File: src/rtl/btn_conditioner.sv
// Debounced button front end: 2-FF synchronizer and one debounce FSM per channel.
// Outputs are the clean level plus one-cycle press and release pulses.
// Define BTN_AUTOREPEAT_EN to add auto-repeat press pulses while a button is held.
module btn_conditioner #(
    parameter int unsigned NUM_BTN              = 4,
    parameter logic [28:0] DEBOUNCE_CYCLES      = 29'd1_000_000,
    parameter logic [28:0] REPEAT_DELAY_CYCLES  = 29'd50_000_000,
    parameter logic [28:0] REPEAT_PERIOD_CYCLES = 29'd10_000_000
) (
    input  logic               clk,
    input  logic               rst_n,
    input  logic [NUM_BTN-1:0] btn_raw,
    output logic [NUM_BTN-1:0] btn_level,
    output logic [NUM_BTN-1:0] btn_press,
    output logic [NUM_BTN-1:0] btn_release
);

    typedef enum logic [1:0] {
        IDLE_LO = 2'd0,
        CHK_HI  = 2'd1,
        IDLE_HI = 2'd2,
        CHK_LO  = 2'd3
    } chanState_t;

    localparam logic [28:0] DEB_LAST = DEBOUNCE_CYCLES - 29'd1;

    // Reject configurations that would underflow the compare thresholds.
    if (DEBOUNCE_CYCLES < 29'd2 || REPEAT_DELAY_CYCLES == 29'd0 || REPEAT_PERIOD_CYCLES == 29'd0) begin : gParamCheck
        $error("btn_conditioner: invalid cycle parameters");
    end

    logic [NUM_BTN-1:0] syncMeta;
    logic [NUM_BTN-1:0] syncQ;

    // NOTE: sequential state uses non-blocking assignments so every flop samples pre-edge values.
    always_ff @(posedge clk or negedge rst_n) begin
        if (!rst_n) begin
            syncMeta <= '0;
            syncQ    <= '0;
        end else begin
            syncMeta <= btn_raw;
            syncQ    <= syncMeta;
        end
    end

    for (genvar i = 0; i < NUM_BTN; i++) begin : gChan
        chanState_t  state, stateNext;
        logic [28:0] cnt, cntNext;
        logic        levelQ, levelNext;
        logic        pressQ, pressNext;
        logic        releaseQ, releaseNext;
        logic        repFire;

        always_ff @(posedge clk or negedge rst_n) begin
            if (!rst_n) begin
                state    <= IDLE_LO;
                cnt      <= '0;
                levelQ   <= 1'b0;
                pressQ   <= 1'b0;
                releaseQ <= 1'b0;
            end else begin
                state    <= stateNext;
                cnt      <= cntNext;
                levelQ   <= levelNext;
                pressQ   <= pressNext | repFire;
                releaseQ <= releaseNext;
            end
        end

        // NOTE: every output of this block gets a default first, so no path can infer a latch.
        always_comb begin
            stateNext   = state;
            cntNext     = cnt;
            levelNext   = levelQ;
            pressNext   = 1'b0;
            releaseNext = 1'b0;
            unique case (state)
                IDLE_LO: begin
                    if (syncQ[i]) begin
                        stateNext = CHK_HI;
                        cntNext   = 29'd1;
                    end
                end
                CHK_HI: begin
                    if (!syncQ[i]) begin
                        stateNext = IDLE_LO;
                        cntNext   = '0;
                    end else if (cnt == DEB_LAST) begin
                        stateNext = IDLE_HI;
                        cntNext   = '0;
                        levelNext = 1'b1;
                        pressNext = 1'b1;
                    end else begin
                        cntNext = cnt + 29'd1;
                    end
                end
                IDLE_HI: begin
                    if (!syncQ[i]) begin
                        stateNext = CHK_LO;
                        cntNext   = 29'd1;
                    end
                end
                CHK_LO: begin
                    if (syncQ[i]) begin
                        stateNext = IDLE_HI;
                        cntNext   = '0;
                    end else if (cnt == DEB_LAST) begin
                        stateNext   = IDLE_LO;
                        cntNext     = '0;
                        levelNext   = 1'b0;
                        releaseNext = 1'b1;
                    end else begin
                        cntNext = cnt + 29'd1;
                    end
                end
                default: begin
                    stateNext = IDLE_LO;
                    cntNext   = '0;
                end
            endcase
        end

`ifdef BTN_AUTOREPEAT_EN
        localparam logic [28:0] DLY_LAST = REPEAT_DELAY_CYCLES - 29'd1;
        localparam logic [28:0] PER_LAST = REPEAT_PERIOD_CYCLES - 29'd1;

        logic [28:0] rep, repNext;
        logic        repeating, repeatingNext;

        always_ff @(posedge clk or negedge rst_n) begin
            if (!rst_n) begin
                rep       <= '0;
                repeating <= 1'b0;
            end else begin
                rep       <= repNext;
                repeating <= repeatingNext;
            end
        end

        // Counts while held (IDLE_HI or CHK_LO); the accepting release edge never repeats.
        always_comb begin
            repNext       = rep;
            repeatingNext = repeating;
            repFire       = 1'b0;
            if (pressNext) begin
                repNext       = '0;
                repeatingNext = 1'b0;
            end else if ((state == IDLE_HI || state == CHK_LO) && !releaseNext) begin
                if (rep == (repeating ? PER_LAST : DLY_LAST)) begin
                    repFire       = 1'b1;
                    repNext       = '0;
                    repeatingNext = 1'b1;
                end else begin
                    repNext = rep + 29'd1;
                end
            end else begin
                repNext       = '0;
                repeatingNext = 1'b0;
            end
        end
`else
        assign repFire = 1'b0;
`endif

        assign btn_level[i]   = levelQ;
        assign btn_press[i]   = pressQ;
        assign btn_release[i] = releaseQ;
    end

endmodule
File: config.mk
export PLATFORM = sky130hd
export DESIGN_NAME = btn_conditioner
export DESIGN_NICKNAME = d
export VERILOG_FILES = /design/src/rtl/btn_conditioner.sv
export SDC_FILE = /design/constraint.sdc
export NUM_CORES = 1
export LEC_CHECK = 0
export BUFFER_PORTS_ARGS = -buffer_cell sky130_fd_sc_hd__buf_2
export CELL_PAD_IN_SITES_DETAIL_PLACEMENT = 0
export CELL_PAD_IN_SITES_GLOBAL_PLACEMENT = 1
export CORE_ASPECT_RATIO = 0.9
export CORE_MARGIN = 10
export CORE_UTILIZATION = 44
export CTS_CLUSTER_SIZE = 12
export DETAILED_ROUTE_END_ITERATION = 10
export MAX_ROUTING_LAYER = met4
export PLACE_DENSITY = 0.74
export SLEW_MARGIN = 10
export SYNTH_ARGS = -nofsm -noshare
export SYNTH_HDL_FRONTEND = slang
export SYNTH_SLANG_ARGS = --single-unit
export TNS_END_PERCENT = 30
File: constraint.sdc
create_clock -name clk -period 2.19 [get_ports clk]
set_input_delay 0.438 -clock clk [delete_from_list [all_inputs] [get_ports clk]]
set_output_delay 0.438 -clock clk [all_outputs]
set_load 0.02 [all_outputs]
==> results.md <==
• **run status** complete, no violations
• **Post-Syn Instances** 873
• **starting utilization of the core area** 44.5%
• **number of DRC violations after detailed-routing iteration 0** 710
• **fraction of synthesized cell area in xor and xnor cells** 2.81%
• **sequential fraction of the synthesis area** 46.3%
• **Worst path most repeated cell** or4_4
• **crit path time final** 2160 ps
• **synthesis-stage register bit count** 144
• **fraction of the mapped netlist area in compound gates** 18.8%
• **cell breakdown of the critical path** buf_4, nand4_1, or3_4, or4_4, or4_4, nand3_1
• **Fill cells** 1614
• **worst slew margin relative to its limit** 39.2%
• **CP Data Arrival Time** 2510 ps
• **Max-cap violations** 0
• **Antenna Cells** 0
• **Die Span X** 160 um
• **leading area contributor after synthesis** dfrtp_1
• **clock latency at the later pin of the worst-skew pair** 420 ps
• **worst slack after detailed placement** -36.0 ps
• **gr ovfl total** 0
• **worst clock skew on the final layout** 8.50 ps
• **setup repair after global routing missed its margin** yes
• **slew at the pin closest to its max-slew limit** 909 ps
• **WP data required** 2540 ps
• **fraction of registers with async set/reset** 100%
• **share of power burned in registers** 46.5%
• **slowest cell on the critical path** or4_4
• **worst vdd rail ir drop** 432 uV
• **total placed cells including tap cells** 1154
• **Clock Tree Buf Depth** 2
• **share of the clock period used by the worst path** 98.5%
• **leakage dissipation** 3.91 nW
• **worst-path fanout max** 5
• **Post-Synth Simple-Gate Area** 26.0%
• **number of buffers inserted by post-CTS setup repair** 0
• **Remaining DRCs** 0
• **CP startpoint kind** flip-flop
• **total wirelength of the detailed-routed design** 19.3 mm
• **Post-Layout Cell Count** 1187
• **# setup viols final** 0
• **vias in the first global route** 6835
• **P&R area growth vs syn** 18.1%
• **crit-path max cell delay** 480 ps
• **Die Outline Area** 23400 um2
• **leading register cell type out of synthesis** dfrtp_1
• **endpoint type of the worst setup path** flip-flop
• **total routing resource utilization after global routing** 17.1%
• **pin count of the biggest net entering global routing** 63
• **highest clock frequency the design can meet** 464 MHz
• **# rows** 46
• **number of enable flip-flop cells after synthesis** 0
• **clock sink count** 144
• **ANT nets after route** 0
• **wire length of the first global-routing pass** 33.5 mm
• **worst path setup slack after routing** 33.2 ps
• **worst min-delay path class** in2reg
• **Placer Congestion** 0.922
• **clock tree root driver cell** clkbuf_16
• **Boundary Pins** 18
• **synthesized area** 7780 um2
• **area share of fa/ha/maj cells after synthesis** 0.643%
• **Pre-Repair DR Iteration Count** 5
• **fraction of synthesized cell area taken by the top area cell type** 46.3%
• **top cells by area in the synthesized netlist** dfrtp_1 46%, a31oi_1 5.1%, nand2_1 4.5%
• **syn nets** 883
• **average via count per standard cell** 5.88
• **Slew Viols, Final** 0
• **fraction of final layout cells with drive strength greater than 1** 16.9%
• **number of vias after detailed routing** 6985
• **start-to-end type of the worst setup path** reg2reg
• **average size of a mapped cell** 8.92 um2
• **clock tree from TritonCTS** built
• **count of endpoints failing hold in the final timing report** 0
• **combinational group share of total power** 5.9%
• **y dimension of the die** 146 um
• **number of nets in the layout** 944
• **detailed placement HPWL** 13.4 mm
• **Pwr per Cell Area** 661 nW/um2
• **Switch Pwr** 1.48 mW
• **Avg WL per Cell** 16.3 um
• **number of buffers created by CTS** 17
• **number of buffers added on ports** 17
• **register clock-pin slew on the reported worst setup and hold paths** 60 ps
• **share of synthesized area spent on multiplexers** 0.547%
• **Placeable Area** 17500 um2
• **portion of total power attributed to the clock network** 47.6%
• **Power Internal** 4.60 mW
• **count of warnings emitted by yosys** 0
• **overall power consumption** 6.07 mW
• **antenna violations before repair** 0
• **number of H-tree levels** 4
• **Switching Fraction** 24.3%
• **dominant combinational cell family by area after synthesis** simple AND/OR/NAND/NOR gates
• **number of distinct library cells after synthesis** 66
[worst max-delay path, delay by kind of cell (launching register included)]
| kind | cells | cell delay (ps) |
|---|---|---|
| and+or+nand+nor | 5 | 1610 |
| DFF | 1 | 340 |
| buffers and inverters | 1 | 130 |
[placed cells by master (no fill, tap or decap), drive strengths merged, types with 4 or more instances in the layout]
cell type and count:
clkinv 7, xor2 11, a21o 10, nand2b 11, a22o 7, or4 15
nor3 32, a21oi 61, inv 22, nand3 53, a31oi 63, o21a 5
clkbuf 19, xnor2 14, and4 9, or2 5, ha 4, nand4 33
buf 99, nor2 63, nand2 94, and3 18, a41oi 14, nor4b 6
or3 8, o211ai 6, dfrtp 144, and2 11, nor4 17, o21ai 44
[logic make-up after synthesis]
group,after synthesis
flops,144
fa+ha+maj,4
xor+xnor,25
buf+inv,79
compound gates,233
simple gates,384
mux,4
[synthesized netlist by cell type (2+ instances only)]
library cell  count
a31oi_1          63
o31a_1            3
nand3b_1          2
inv_1            21
mux2_2            2
nor4b_1           6
o21a_1            5
nor3_1           31
a21o_1           10
o2111ai_1         3
mux2i_1           2
nand3_1          53
and3_1           18
clkbuf_1         29
or4_1            12
a22o_1            7
nand2b_1         11
buf_4            15
buf_2             6
nand2_1          93
and4_1            9
nor2_1           62
or4_4             3
nand4_1          32
nor4_2            2
ha_1              4
or3_1             8
nor4_1           15
o22ai_1           3
buf_6             2
o21ai_0          43
clkbuf_2          2
and2_1           11
a32o_1            2
or2_2             5
buf_1             3
a21oi_1          60
xor2_1           11
o211ai_1          6
a41oi_1          14
nor3b_1           2
a32oi_1           2
dfrtp_1         144
xnor2_1          14
[registers in the layout, indices dropped and copies added (netlist names), named ones only]
name,count
gChan.cnt,116
gChan.levelQ,4
gChan.pressQ,4
gChan.releaseQ,4
gChan.state,4
syncMeta,4
syncQ,4
[per-stage QoR]
step / area, um2 / util [%] / hold WS, ps / TNS, ps
floorplan: 7780 / - / 142 / 0
global placement: 8540 / 48.8 / 335 / 0
detailed placement: 8540 / 48.8 / 335 / -36.0
CTS: 9150 / 52.3 / 106 / 0
global route: 9190 / 52.5 / 104 / -43.8
finish: 9190 / 52.5 / 124 / 0
[cell type report]
| class | instances | area [um2] | area share (%) |
|---|---|---|---|
| multi-input cells | 650 | 3850 | 41.9 |
| flip-flops and latches | 144 | 3600 | 39.2 |
| repair buffers | 100 | 771 | 8.38 |
| clock buffers | 19 | 453 | 4.93 |
| well taps | 240 | 300 | 3.27 |
| clock inverters | 13 | 138 | 1.50 |
| inverters | 21 | 78.8 | 0.857 |
[routing by layer]
metal | GRT usage, % | vias to the layer above | wire, um
met1 | 23.2 | 3370 | 9370
li1 | - | 3379 | -
met3 | 3.34 | 27 | 883
met5 | - | - | 0
met4 | 4.68 | 0 | 229
met2 | 25.6 | 209 | 8850
[path summary, 6_finish.rpt]
path,from,slack [ps],cells past startpoint,endpoint
setup / recovery,gChan[2].cnt[13],30,6,gChan[2].cnt[28]
hold / removal,btn_raw[1],120,1,syncMeta[1]
setup reg to reg,gChan[2].cnt[13],30,6,gChan[2].cnt[28]
hold reg to reg,syncMeta[0],350,0,syncQ[0]
max in group asynchronous,rst_n,1010,3,gChan[3].cnt[0]
min in group asynchronous,rst_n,500,2,gChan[2].cnt[25]
[timing repair]
action                                 CTS  global route
setup endpoints to repair                4            40
endpoints found under the hold margin   37             0
pin swaps                                1             1
resized for setup                        1            11
hold buffers                             1             0
[power by group through the flow]
stage          Clock [mW]  Combinational [mW]  Sequential (mW)
2_1_floorplan           0               0.218             2.84
3_3_place_gp            0               0.346             2.87
3_5_place_dp            0               0.359             2.87
4_1_cts              2.95               0.362             2.82
5_1_grt              3.07               0.412             2.84
6_report             2.89               0.360             2.82
No activity file was read; power rests on OpenSTA's default activity.
